--- config.mk ---
export PLATFORM = sky130hd
export DESIGN_NAME = aes_serial_seq
export DESIGN_NICKNAME = d
export VERILOG_FILES = /design/src/rtl/aes_serial_seq.sv
export SDC_FILE = /design/constraint.sdc
export NUM_CORES = 1
export LEC_CHECK = 0
export CAP_MARGIN = 20
export CORE_AREA = 2 2 311 313
export DETAILED_ROUTE_END_ITERATION = 7
export DIE_AREA = 0 0 313 315
export PLACE_DENSITY_LB_ADDON = 0.3
export SETUP_SLACK_MARGIN = 0.1
export SLEW_MARGIN = 10
export SYNTH_ARGS = -nofsm -noshare
export SYNTH_HDL_FRONTEND = slang
export SYNTH_SLANG_ARGS = --single-unit
export TNS_END_PERCENT = 30
--- constraint.sdc ---
create_clock -name clk -period 3.5 [get_ports clk]
set_input_delay 0.7 -clock clk [delete_from_list [all_inputs] [get_ports clk]]
set_output_delay 0.7 -clock clk [all_outputs]
set_load 0.02 [all_outputs]
--- src/rtl/aes_serial_seq.sv ---
// aes_serial_seq: request sequencer for the serial AES-128 core.
// Accepts one encrypt/decrypt request at a time, registers the operands,
// pulses core_start, follows the core_ready low-then-high handshake and
// returns result, latency and error on a valid/ready output stream.
// Optional watchdog abort: define AES_SEQ_WATCHDOG_EN.
module aes_serial_seq #(
  parameter int TIMEOUT_CYCLES = 1023
) (
  input  logic         clk,
  input  logic         rst_n,
  input  logic         in_valid,
  output logic         in_ready,
  input  logic         in_enc_dec,
  input  logic [127:0] in_data,
  input  logic [127:0] in_key,
  output logic         core_start,
  output logic         core_enc_dec,
  output logic [127:0] core_data_in,
  output logic [127:0] core_key_in,
  input  logic [127:0] core_data_out,
  input  logic         core_ready,
  output logic         out_valid,
  input  logic         out_ready,
  output logic [127:0] out_data,
  output logic         out_err,
  output logic [15:0]  out_cycles
);

`ifdef AES_SEQ_WATCHDOG_EN
  localparam bit LP_WD_EN = 1'b1;
`else
  localparam bit LP_WD_EN = 1'b0;
`endif

  localparam logic [31:0] LP_TIMEOUT   = 32'(TIMEOUT_CYCLES);
  // Reported latency on abort; a limit beyond the 16-bit counter range can
  // never be reached, so such a build simply waits without bound.
  localparam logic [15:0] LP_TO_REPORT = (LP_TIMEOUT > 32'h0000_FFFF) ? 16'hFFFF : LP_TIMEOUT[15:0];

  typedef enum logic [2:0] {
    S_IDLE,
    S_START,
    S_WAIT_BUSY,
    S_WAIT_DONE,
    S_OUT
  } state_t;

  state_t         r_state;
  logic           r_core_start;
  logic           r_core_enc_dec;
  logic [127:0]   r_core_data_in;
  logic [127:0]   r_core_key_in;
  logic [15:0]    r_cnt;
  logic           r_out_valid;
  logic [127:0]   r_out_data;
  logic           r_out_err;
  logic [15:0]    r_out_cycles;

  logic [15:0]    w_cnt_next;
  logic           w_timeout;
  logic           w_accept;

  function automatic logic [15:0] sat_inc16(input logic [15:0] v);
    return (v == 16'hFFFF) ? v : v + 16'd1;
  endfunction

  assign w_cnt_next = sat_inc16(r_cnt);
  // Abort once the count of wait cycles (including this one) hits the limit.
  assign w_timeout  = LP_WD_EN && ({16'd0, w_cnt_next} >= LP_TIMEOUT);
  assign w_accept   = in_valid && in_ready;

  // Only one request in flight: accept solely in IDLE with the core idle.
  assign in_ready     = (r_state == S_IDLE) && core_ready;
  assign core_start   = r_core_start;
  assign core_enc_dec = r_core_enc_dec;
  assign core_data_in = r_core_data_in;
  assign core_key_in  = r_core_key_in;
  assign out_valid    = r_out_valid;
  assign out_data     = r_out_data;
  assign out_err      = r_out_err;
  assign out_cycles   = r_out_cycles;

  // Sequencer FSM with all outputs registered.
  always_ff @(posedge clk or negedge rst_n) begin
    if (!rst_n) begin
      r_state        <= S_IDLE;
      r_core_start   <= 1'b0;
      r_core_enc_dec <= 1'b0;
      r_core_data_in <= '0;
      r_core_key_in  <= '0;
      r_cnt          <= '0;
      r_out_valid    <= 1'b0;
      r_out_data     <= '0;
      r_out_err      <= 1'b0;
      r_out_cycles   <= '0;
    end else begin
      case (r_state)
        S_IDLE: begin
          if (w_accept) begin
            r_core_enc_dec <= in_enc_dec;
            r_core_data_in <= in_data;
            r_core_key_in  <= in_key;
            // Raised here so the pulse occupies exactly the START cycle.
            r_core_start   <= 1'b1;
            r_state        <= S_START;
          end
        end
        S_START: begin
          r_core_start <= 1'b0;
          r_cnt        <= '0;
          r_state      <= S_WAIT_BUSY;
        end
        S_WAIT_BUSY: begin
          r_cnt <= w_cnt_next;
          if (!core_ready) begin
            r_state <= S_WAIT_DONE;
          end else if (w_timeout) begin
            r_out_data   <= '0;
            r_out_err    <= 1'b1;
            r_out_cycles <= LP_TO_REPORT;
            r_out_valid  <= 1'b1;
            r_state      <= S_OUT;
          end
        end
        S_WAIT_DONE: begin
          r_cnt <= w_cnt_next;
          if (core_ready) begin
            r_out_data   <= core_data_out;
            r_out_err    <= 1'b0;
            r_out_cycles <= w_cnt_next;
            r_out_valid  <= 1'b1;
            r_state      <= S_OUT;
          end else if (w_timeout) begin
            r_out_data   <= '0;
            r_out_err    <= 1'b1;
            r_out_cycles <= LP_TO_REPORT;
            r_out_valid  <= 1'b1;
            r_state      <= S_OUT;
          end
        end
        S_OUT: begin
          if (out_ready) begin
            r_out_valid <= 1'b0;
            r_state     <= S_IDLE;
          end
        end
        default: begin
          r_core_start <= 1'b0;
          r_out_valid  <= 1'b0;
          r_state      <= S_IDLE;
        end
      endcase
    end
  end

endmodule

==> Flow_metrics.wiki, run 1 <==
{| class="wikitable"
! Metric !! Value
|-
| Largest fanout on the critical path || 7
|-
| Number of nets in the layout || 2502
|-
| Post-synthesis compound-gate area fraction || 2.22%
|-
| Number of standard cells in the layout, taps in and fillers out || 3436
|-
| Clock insertion delay at the later pin of the skew report || 0.61 ns
|-
| Post-DP HPWL || 47.4 mm
|-
| Number of antenna violations at the first check in global routing || 11
|-
| Number of I/O port buffers || 793
|-
| CTS root buffer || sky130_fd_sc_hd__clkbuf_16
|-
| Via count of the first global-routing pass || 14000
|-
| Final GP Congestion || 0.818
|-
| Vias/cell || 3.77
|-
| Number of iterations in the first detailed-routing pass || 4
|-
| Timing-limited maximum frequency || 0.352 GHz
|-
| Adder-Cell Fraction of Synth Area || 0.0772%
|-
| Worst vdd rail ir drop || 427 uV
|-
| GR Util All Layers || 12.2%
|-
| Unrepaired setup endpoints after global routing || false
|-
| Total via count in the routed design || 13000
|-
| Detailed Route WL || 61.9 mm
|-
| Clock-pin slew reported for the worst setup and hold paths after clock tree synthesis || 0.06 ns
|-
| Worst r2r path cells || 6
|-
| Startpoint of the lowest-slack register-to-register path || r_cnt[0]$_DFFE_PN0P_
|-
| Residual DRC count || 0
|-
| Transition at the pin with the smallest max-transition slack || 0.746 ns
|-
| Final setup violation count || 0
|-
| Count of mapped cells out of synthesis || 1295
|-
| CP endpoint kind || output port
|-
| Leading area contributor after synthesis || sky130_fd_sc_hd__dfrtp_1
|-
| Most frequent cell after synthesis || sky130_fd_sc_hd__dfrtp_1
|-
| Max-Cap Viols || 0
|-
| Sequential element share of the synthesized area || 65.2%
|-
| Leakage power of the design || 11.8 nW
|-
| Initial DRC Count || 526
|-
| Max Transition Viols Final || 0
|-
| Initial Utilization || 16.9%
|-
| Placed Cells || 3332
|-
| Startpoint class of the critical path || flip-flop
|-
| Maximum number of pins on one net before global-route repair || 83
|-
| Maximum level of the CTS H-tree || 2
|-
| Total core area || 95700 sq um
|-
| Die extent in y || 315 um
|-
| Number of synthesized register bits || 422
|-
| Startpoint of the worst setup timing path || r_state[0]$_DFFE_PN0P_
|-
| TritonCTS Buffers || 53
|-
| Leading post-synthesis cells by instance count || sky130_fd_sc_hd__dfrtp_1 (422), sky130_fd_sc_hd__nand2_1 (414), sky130_fd_sc_hd__mux2_2 (257), sky130_fd_sc_hd__clkbuf_1 (30), sky130_fd_sc_hd__o21ai_0 (24)
|-
| Number of flops mapped to enable cells by yosys || 0
|-
| Clock sink total || 422
|-
| Remaining number of nets flagged by the antenna check after routing || 0
|-
| Fraction of final layout cells with drive strength greater than 1 || 18.1%
|-
| Leading post-synthesis cells by cell area || sky130_fd_sc_hd__dfrtp_1 (65%), sky130_fd_sc_hd__mux2_2 (18%), sky130_fd_sc_hd__nand2_1 (9.6%), sky130_fd_sc_hd__buf_4 (1.0%), sky130_fd_sc_hd__o21ai_0 (0.74%)
|-
| Clock tree from TritonCTS || done
|-
| Post-Synthesis Net Count || 1686
|-
| Die extent in x || 313 um
|-
| Synth top area share || 65.2%
|-
| Number of top-level pins || 795
|-
| Setup TNS || 0 ns
|-
| Fraction of synthesis flops using an asynchronous set or reset pin || 100%
|-
| Setup Buffers After CTS || 0
|-
| Post-detailed-placement cell area || 25800 sq um
|-
| Count of hold-fix buffers inserted at cts || 0
|-
| Power Density || 930 nW/um^2
|-
| Wire length of the first global-routing pass || 90.8 mm
|-
| Data required time at the worst endpoint || 2.80 ns
|-
| Share of the clock period used by the worst path after layout || 81.1%
|-
| Relative slew margins || 50.2%
|-
| Startpoint-to-endpoint class of the critical path || reg2out
|-
| Yosys warning count || 0
|-
| Die area || 98600 sq um
|-
| Fin area || 27700 sq um
|-
| Post-synthesis share of cell area spent on and, or, nand and nor gates || 11.7%
|-
| Netlist Area Pre-Place || 16200 sq um
|-
| Largest family of logic cells by synthesized area || multiplexers
|-
| Xor-xnor portion of the synthesized cell area || 0.378%
|-
| Overflow after GRT || 0
|-
| Data arrival, critical path || 2.14 ns
|-
| Post-DR wirelength/cell || 18.0 um
|-
| Rows || 114
|-
| Post-layout min period || 2.84 ns
|-
| Clock Path Buffers || 3
|-
| Hold WC Path Type || in2async
|-
| Share of synthesized area spent on multiplexers || 18.0%
|-
| Status || finished clean
|-
| Top flip-flop cell by instance count after synthesis || sky130_fd_sc_hd__dfrtp_1
|-
| PostCTS Resize Cnt || 0
|-
| Average cell area after synthesis || 12.5 sq um
|-
| Distinct cell type count of the synthesized netlist || 46
|-
| Layout area overhead || 70.7%
|-
| Slack of the worst reg-to-reg path || 1.18 ns
|-
| Worst setup skew after layout || 0.0183 ns
|-
| Final Hold Viols || 0
|}
placed cells by master, fill, tap and decap left out, types with 2 or more instances in the layout:
| cell type | synthesis | routed |
|---|---|---|
| sky130_fd_sc_hd__a21oi_1 | 16 | 16 |
| sky130_fd_sc_hd__a31oi_1 | 6 | 6 |
| sky130_fd_sc_hd__and3_1 | 3 | 2 |
| sky130_fd_sc_hd__buf_12 | 0 | 12 |
| sky130_fd_sc_hd__buf_4 | 22 | 25 |
| sky130_fd_sc_hd__bufinv_16 | 0 | 3 |
| sky130_fd_sc_hd__clkbuf_1 | 30 | 13 |
| sky130_fd_sc_hd__clkbuf_16 | 0 | 55 |
| sky130_fd_sc_hd__clkbuf_8 | 0 | 16 |
| sky130_fd_sc_hd__clkdlybuf4s50_1 | 0 | 792 |
| sky130_fd_sc_hd__clkinv_2 | 0 | 3 |
| sky130_fd_sc_hd__clkinv_4 | 0 | 2 |
| sky130_fd_sc_hd__dfrtp_1 | 422 | 422 |
| sky130_fd_sc_hd__diode_2 | 0 | 7 |
| sky130_fd_sc_hd__inv_1 | 5 | 5 |
| sky130_fd_sc_hd__inv_6 | 0 | 4 |
| sky130_fd_sc_hd__mux2_2 | 257 | 257 |
| sky130_fd_sc_hd__mux2i_1 | 3 | 3 |
| sky130_fd_sc_hd__nand2_1 | 414 | 414 |
| sky130_fd_sc_hd__nand2b_1 | 4 | 4 |
| sky130_fd_sc_hd__nand3_1 | 12 | 11 |
| sky130_fd_sc_hd__nand4_1 | 2 | 2 |
| sky130_fd_sc_hd__nor2_1 | 17 | 17 |
| sky130_fd_sc_hd__nor3_1 | 2 | 2 |
| sky130_fd_sc_hd__nor4_1 | 2 | 2 |
| sky130_fd_sc_hd__o211ai_1 | 3 | 3 |
| sky130_fd_sc_hd__o21ai_0 | 24 | 24 |
| sky130_fd_sc_hd__o22ai_1 | 2 | 2 |
| sky130_fd_sc_hd__o31ai_1 | 3 | 3 |
| sky130_fd_sc_hd__xnor2_1 | 5 | 5 |
| sky130_fd_sc_hd__xor2_1 | 2 | 2 |
metrics by stage:
| stage | hold slack [ns] | setup slack [ns] | total power [mW] | util (%) |
|---|---|---|---|---|
| floorplan | 0.404 | 1.19 | 13.8 | - |
| global placement | 0.458 | 0.643 | 20.2 | 27.0 |
| detailed placement | 0.461 | 0.652 | 20.3 | 27.0 |
| CTS | 0.0713 | 0.554 | 26.2 | 28.9 |
| global route | 0.105 | 0.494 | 27.2 | 28.9 |
| finish | 0.109 | 0.661 | 25.7 | 28.9 |
flip-flops by register name, indices dropped and copies added (netlist names):
register / count
core_data_in: 128
core_enc_dec: 1
core_key_in: 128
core_start: 1
out_cycles: 16
out_data: 128
out_valid: 1
r_cnt: 16
r_state: 3
report_power, final:
group	internal, mW	switching [mW]	total, mW
Combinational	5.81	5.80	11.6
Sequential	7.14	1.32	8.46
Clock	3.43	2.21	5.65
Total	16.4	9.33	25.7
final cells by class:
type | instances | area [sq um]
fill | 9733 | 68100
sequential | 422 | 10600
timing repair buffer | 830 | 8370
multi-input combinational | 799 | 5280
clock buffer | 84 | 1650
tap | 1276 | 1600
clock inverter | 13 | 165
inverter | 5 | 18.8
antenna | 7 | 17.5
worst paths after layout:
| path | to |
|---|---|
| setup / recovery | in_ready |
| hold / removal | core_data_in[104]$_DFFE_PN0P_ |
| setup reg to reg | out_cycles[5]$_DFFE_PN0P_ |
| hold reg to reg | out_data[109]$_DFFE_PN0P_ |
| max in group asynchronous | core_key_in[115]$_DFFE_PN0P_ |
| min in group clk | out_data[109]$_DFFE_PN0P_ |
cell families after synthesis:
kind of cell	Yosys count
AOI/OAI and AO/OA	62
xor gates and xnor gates	7
adders and majority gates	1
buffers and inverters	74
DFF	422
muxes	260
other	1
and+or+nand+nor	468
routing by layer:
layer  wire length, um  global-route usage [%]
met3              6250                    5.35
met2             31000                    21.0
met4              1770                    4.16
met1             22900                    13.3
met5                13                       0
worst max-delay path, cell delays in order, from the launching register on:
cell and delay, ns:
sky130_fd_sc_hd__dfrtp_1 0.48, sky130_fd_sc_hd__nor4b_2 0.37, sky130_fd_sc_hd__clkdlybuf4s50_1 0.68
Power figures use the tool's default switching activity.
==> run 2, diff against run 1 <==
clock period = 2.5 ns   (was 3.5 ns; I/O delays follow)
==> run 2 against run 1 <==
  * Final cell count grew 0.29%
  * Highest routed layer unchanged
  * Critical path type unchanged
  * Die area is the same
  * Sequential power rose by 39%
  * Via count barely moved
  * Critical endpoint is now out_data[80]
  * Wire length hardly changed
  * Clock power increased by 26%
  * Core utilization hardly changed
==> Flow_metrics.wiki, run 2 (synthesis gave the netlist of run 1 again) <==
{| class="wikitable"
! Metric !! Value
|-
| Clock Power Share || 20.1%
|-
| Detailed Route WL || 61.9 mm
|-
| Number of antenna violations at the first check in global routing || 15
|-
| Launch instance of the worst min-delay path || core_data_out[71]
|-
| Pint || 22.3 mW
|-
| Share of the clock period used by the worst path after layout || 90.2%
|-
| Share of power burned in registers || 33.5%
|-
| Number of top-level pins || 795
|-
| Remaining number of nets flagged by the antenna check after routing || 0
|-
| Clock Path Buffers || 3
|-
| Startpoint of the lowest-slack register-to-register path || r_cnt[0]$_DFFE_PN0P_
|-
| Commonest cells after routing, fill and taps aside || sky130_fd_sc_hd__clkdlybuf4s50_1 (790), sky130_fd_sc_hd__dfrtp_1 (422), sky130_fd_sc_hd__nand2_1 (414), sky130_fd_sc_hd__mux2_2 (257), sky130_fd_sc_hd__clkbuf_16 (51)
|-
| Die extent in x || 313 um
|-
| Startpoint class of the critical path || flip-flop
|-
| Final GP Congestion || 0.813
|-
| Rows || 114
|-
| Final Hold Viols || 0
|-
| Worst vdd rail ir drop || 551 uV
|-
| Maximum level of the CTS H-tree || 2
|-
| GR Util All Layers || 12.1%
|-
| Wire length of the first global-routing pass || 89.9 mm
|-
| Clock tree from TritonCTS || done
|-
| Placed Cells || 3351
|-
| Clock-pin slew reported for the worst setup and hold paths after clock tree synthesis || 0.06 ns
|-
| Slack of the worst reg-to-reg path || 0.37 ns
|-
| Total via count in the routed design || 13000
|-
| Via count of the first global-routing pass || 13900
|-
| Critical path's largest stage delay || 0.79 ns
|-
| Post-layout min period || 2.26 ns
|-
| Die area || 98600 sq um
|-
| Worst r2r path cells || 6
|-
| CTS root buffer || sky130_fd_sc_hd__clkbuf_16
|-
| Transition at the pin with the smallest max-transition slack || 0.678 ns
|-
| Residual DRC count || 0
|-
| Total core area || 95700 sq um
|-
| Relative slew margins || 54.8%
|-
| Initial DRC Count || 488
|-
| Unrepaired setup endpoints after global routing || false
|-
| Power Density || 1280 nW/um^2
|-
| Setup TNS || 0 ns
|-
| Slowest stage cell, crit path || sky130_fd_sc_hd__clkdlybuf4s50_1
|-
| Combinational power share || 46.4%
|-
| Fraction of final layout cells with drive strength greater than 1 || 18.6%
|-
| Total power draw || 35.3 mW
|-
| Leakage power of the design || 11.8 nW
|-
| Number of buffers and inverters on the critical path || 1
|-
| Max-Cap Viols || 0
|-
| Most frequent standard cell in the layout excluding fill and tap cells || sky130_fd_sc_hd__clkdlybuf4s50_1
|-
| Top cell family by delay on the critical path || buffers and inverters
|-
| Cell-by-cell trace of the critical path || clkdlybuf4s50_1
|-
| Worst flop-to-flop path endpoint || out_cycles[5]$_DFFE_PN0P_
|-
| Hold endpoint || out_data[71]$_DFFE_PN0P_
|-
| Overflow after GRT || 0
|-
| Share of total power consumed by net switching || 36.9%
|-
| Data arrival, critical path || 1.76 ns
|-
| Status || finished clean
|-
| Min-Delay Path Depth || 3
|-
| Worst setup skew after layout || 0.0157 ns
|-
| TritonCTS Buffers || 51
|-
| Final setup violation count || 0
|-
| Number of standard cells in the layout, taps in and fillers out || 3446
|-
| Initial Utilization || 16.9%
|-
| Timing-limited maximum frequency || 0.443 GHz
|-
| CP endpoint kind || output port
|-
| Post-DR wirelength/cell || 18.0 um
|-
| Startpoint-to-endpoint class of the critical path || reg2out
|-
| Setup Buffers After CTS || 0
|-
| Largest fanout on the critical path || 2
|-
| Max Transition Viols Final || 0
|-
| Hold WC Path Type || in2reg
|-
| Die extent in y || 315 um
|-
| Layout area overhead || 70.7%
|-
| Number of I/O port buffers || 793
|-
| Clock sink total || 422
|-
| Number of nets in the layout || 2520
|-
| Switching power total || 13.0 mW
|-
| Number of iterations in the first detailed-routing pass || 4
|-
| Maximum number of pins on one net before global-route repair || 78
|-
| Data required time at the worst endpoint || 2.00 ns
|-
| Vias/cell || 3.76
|-
| Clock insertion delay at the later pin of the skew report || 0.62 ns
|-
| Post-DP HPWL || 47.9 mm
|}
run 2: cell count changes in the layout (fill, tap and decap cells not counted), moves of 2 or more:
cell	before	now
sky130_fd_sc_hd__clkinvlp_4	1	3
sky130_fd_sc_hd__buf_4	25	38
sky130_fd_sc_hd__clkinv_2	3	6
sky130_fd_sc_hd__clkdlybuf4s50_1	792	790
sky130_fd_sc_hd__buf_12	12	18
sky130_fd_sc_hd__clkbuf_8	16	9
sky130_fd_sc_hd__bufinv_16	3	1
sky130_fd_sc_hd__clkbuf_16	55	51
sky130_fd_sc_hd__clkbuf_1	13	10
run 2: worst min-delay path: cells and delay by family:
family / cells / cell delay, ns
buf+inv: 1 / 0.39
simple gates: 2 / 0.09
run 2: cell type report:
cell class | count | area, sq um
Multi-Input combinational cell | 799 | 5290
Clock inverter | 16 | 135
Clock buffer | 70 | 1440
Antenna cell | 8 | 20.0
Tap cell | 1276 | 1600
Sequential cell | 422 | 10600
Timing Repair Buffer | 850 | 8590
Fill cell | 9869 | 68100
Inverter | 5 | 18.8
run 2: how the worst max path moves through the flow:
stage / start / end / slack [ns] / cells past startpoint
6_report: out_data[80]$_DFFE_PN0P_ / out_data[80] / 0.24 / 1
4_1_cts: r_state[0]$_DFFE_PN0P_ / in_ready / 0.05 / 2
3_3_place_gp: core_ready / in_ready / 0.007 / 3
5_1_grt: out_data[87]$_DFFE_PN0P_ / out_data[87] / 0.11 / 1
3_5_place_dp: core_ready / core_key_in[36]$_DFFE_PN0P_ / 0.04 / 6
2_1_floorplan: r_state[0]$_DFFE_PN0P_ / core_data_in[76]$_DFFE_PN0P_ / 0.37 / 6
run 2: through the flow:
step	utilization, %	instance area, sq um	worst slack [ns]	hold slack, ns
2_1_floorplan	-	16200	0.368	0.204
3_3_place_gp	27.2	26000	0.00725	0.459
3_5_place_dp	27.2	26000	0.0372	0.461
4_1_cts	28.9	27600	0.0498	0.343
5_1_grt	28.9	27600	0.109	0.369
6_report	28.9	27600	0.245	0.413
run 2: power by group through the flow:
stage	registers, mW	clock network (mW)	logic (mW)
floorplan	15.5	0	3.82
global placement	11.9	0	16.5
detailed placement	12.0	0	16.6
CTS	11.9	7.45	16.7
global route	12.3	7.73	17.4
finish	11.8	7.11	16.4
run 2: repair_timing:
action | in CTS | in global routing
setup endpoints to repair | 2 | 1
hold buffers | 1 | 0
resized for setup | 2 | 3
endpoints found under the hold margin | 33 | 0
run 2: routing by layer:
layer	vias to the layer above	GRT usage (%)	routed length, um
met5	-	0	68
met4	12	4.94	1990
met3	104	5.10	6000
met2	504	21.1	31100
met1	6357	12.8	22800
li1	5988	-	-
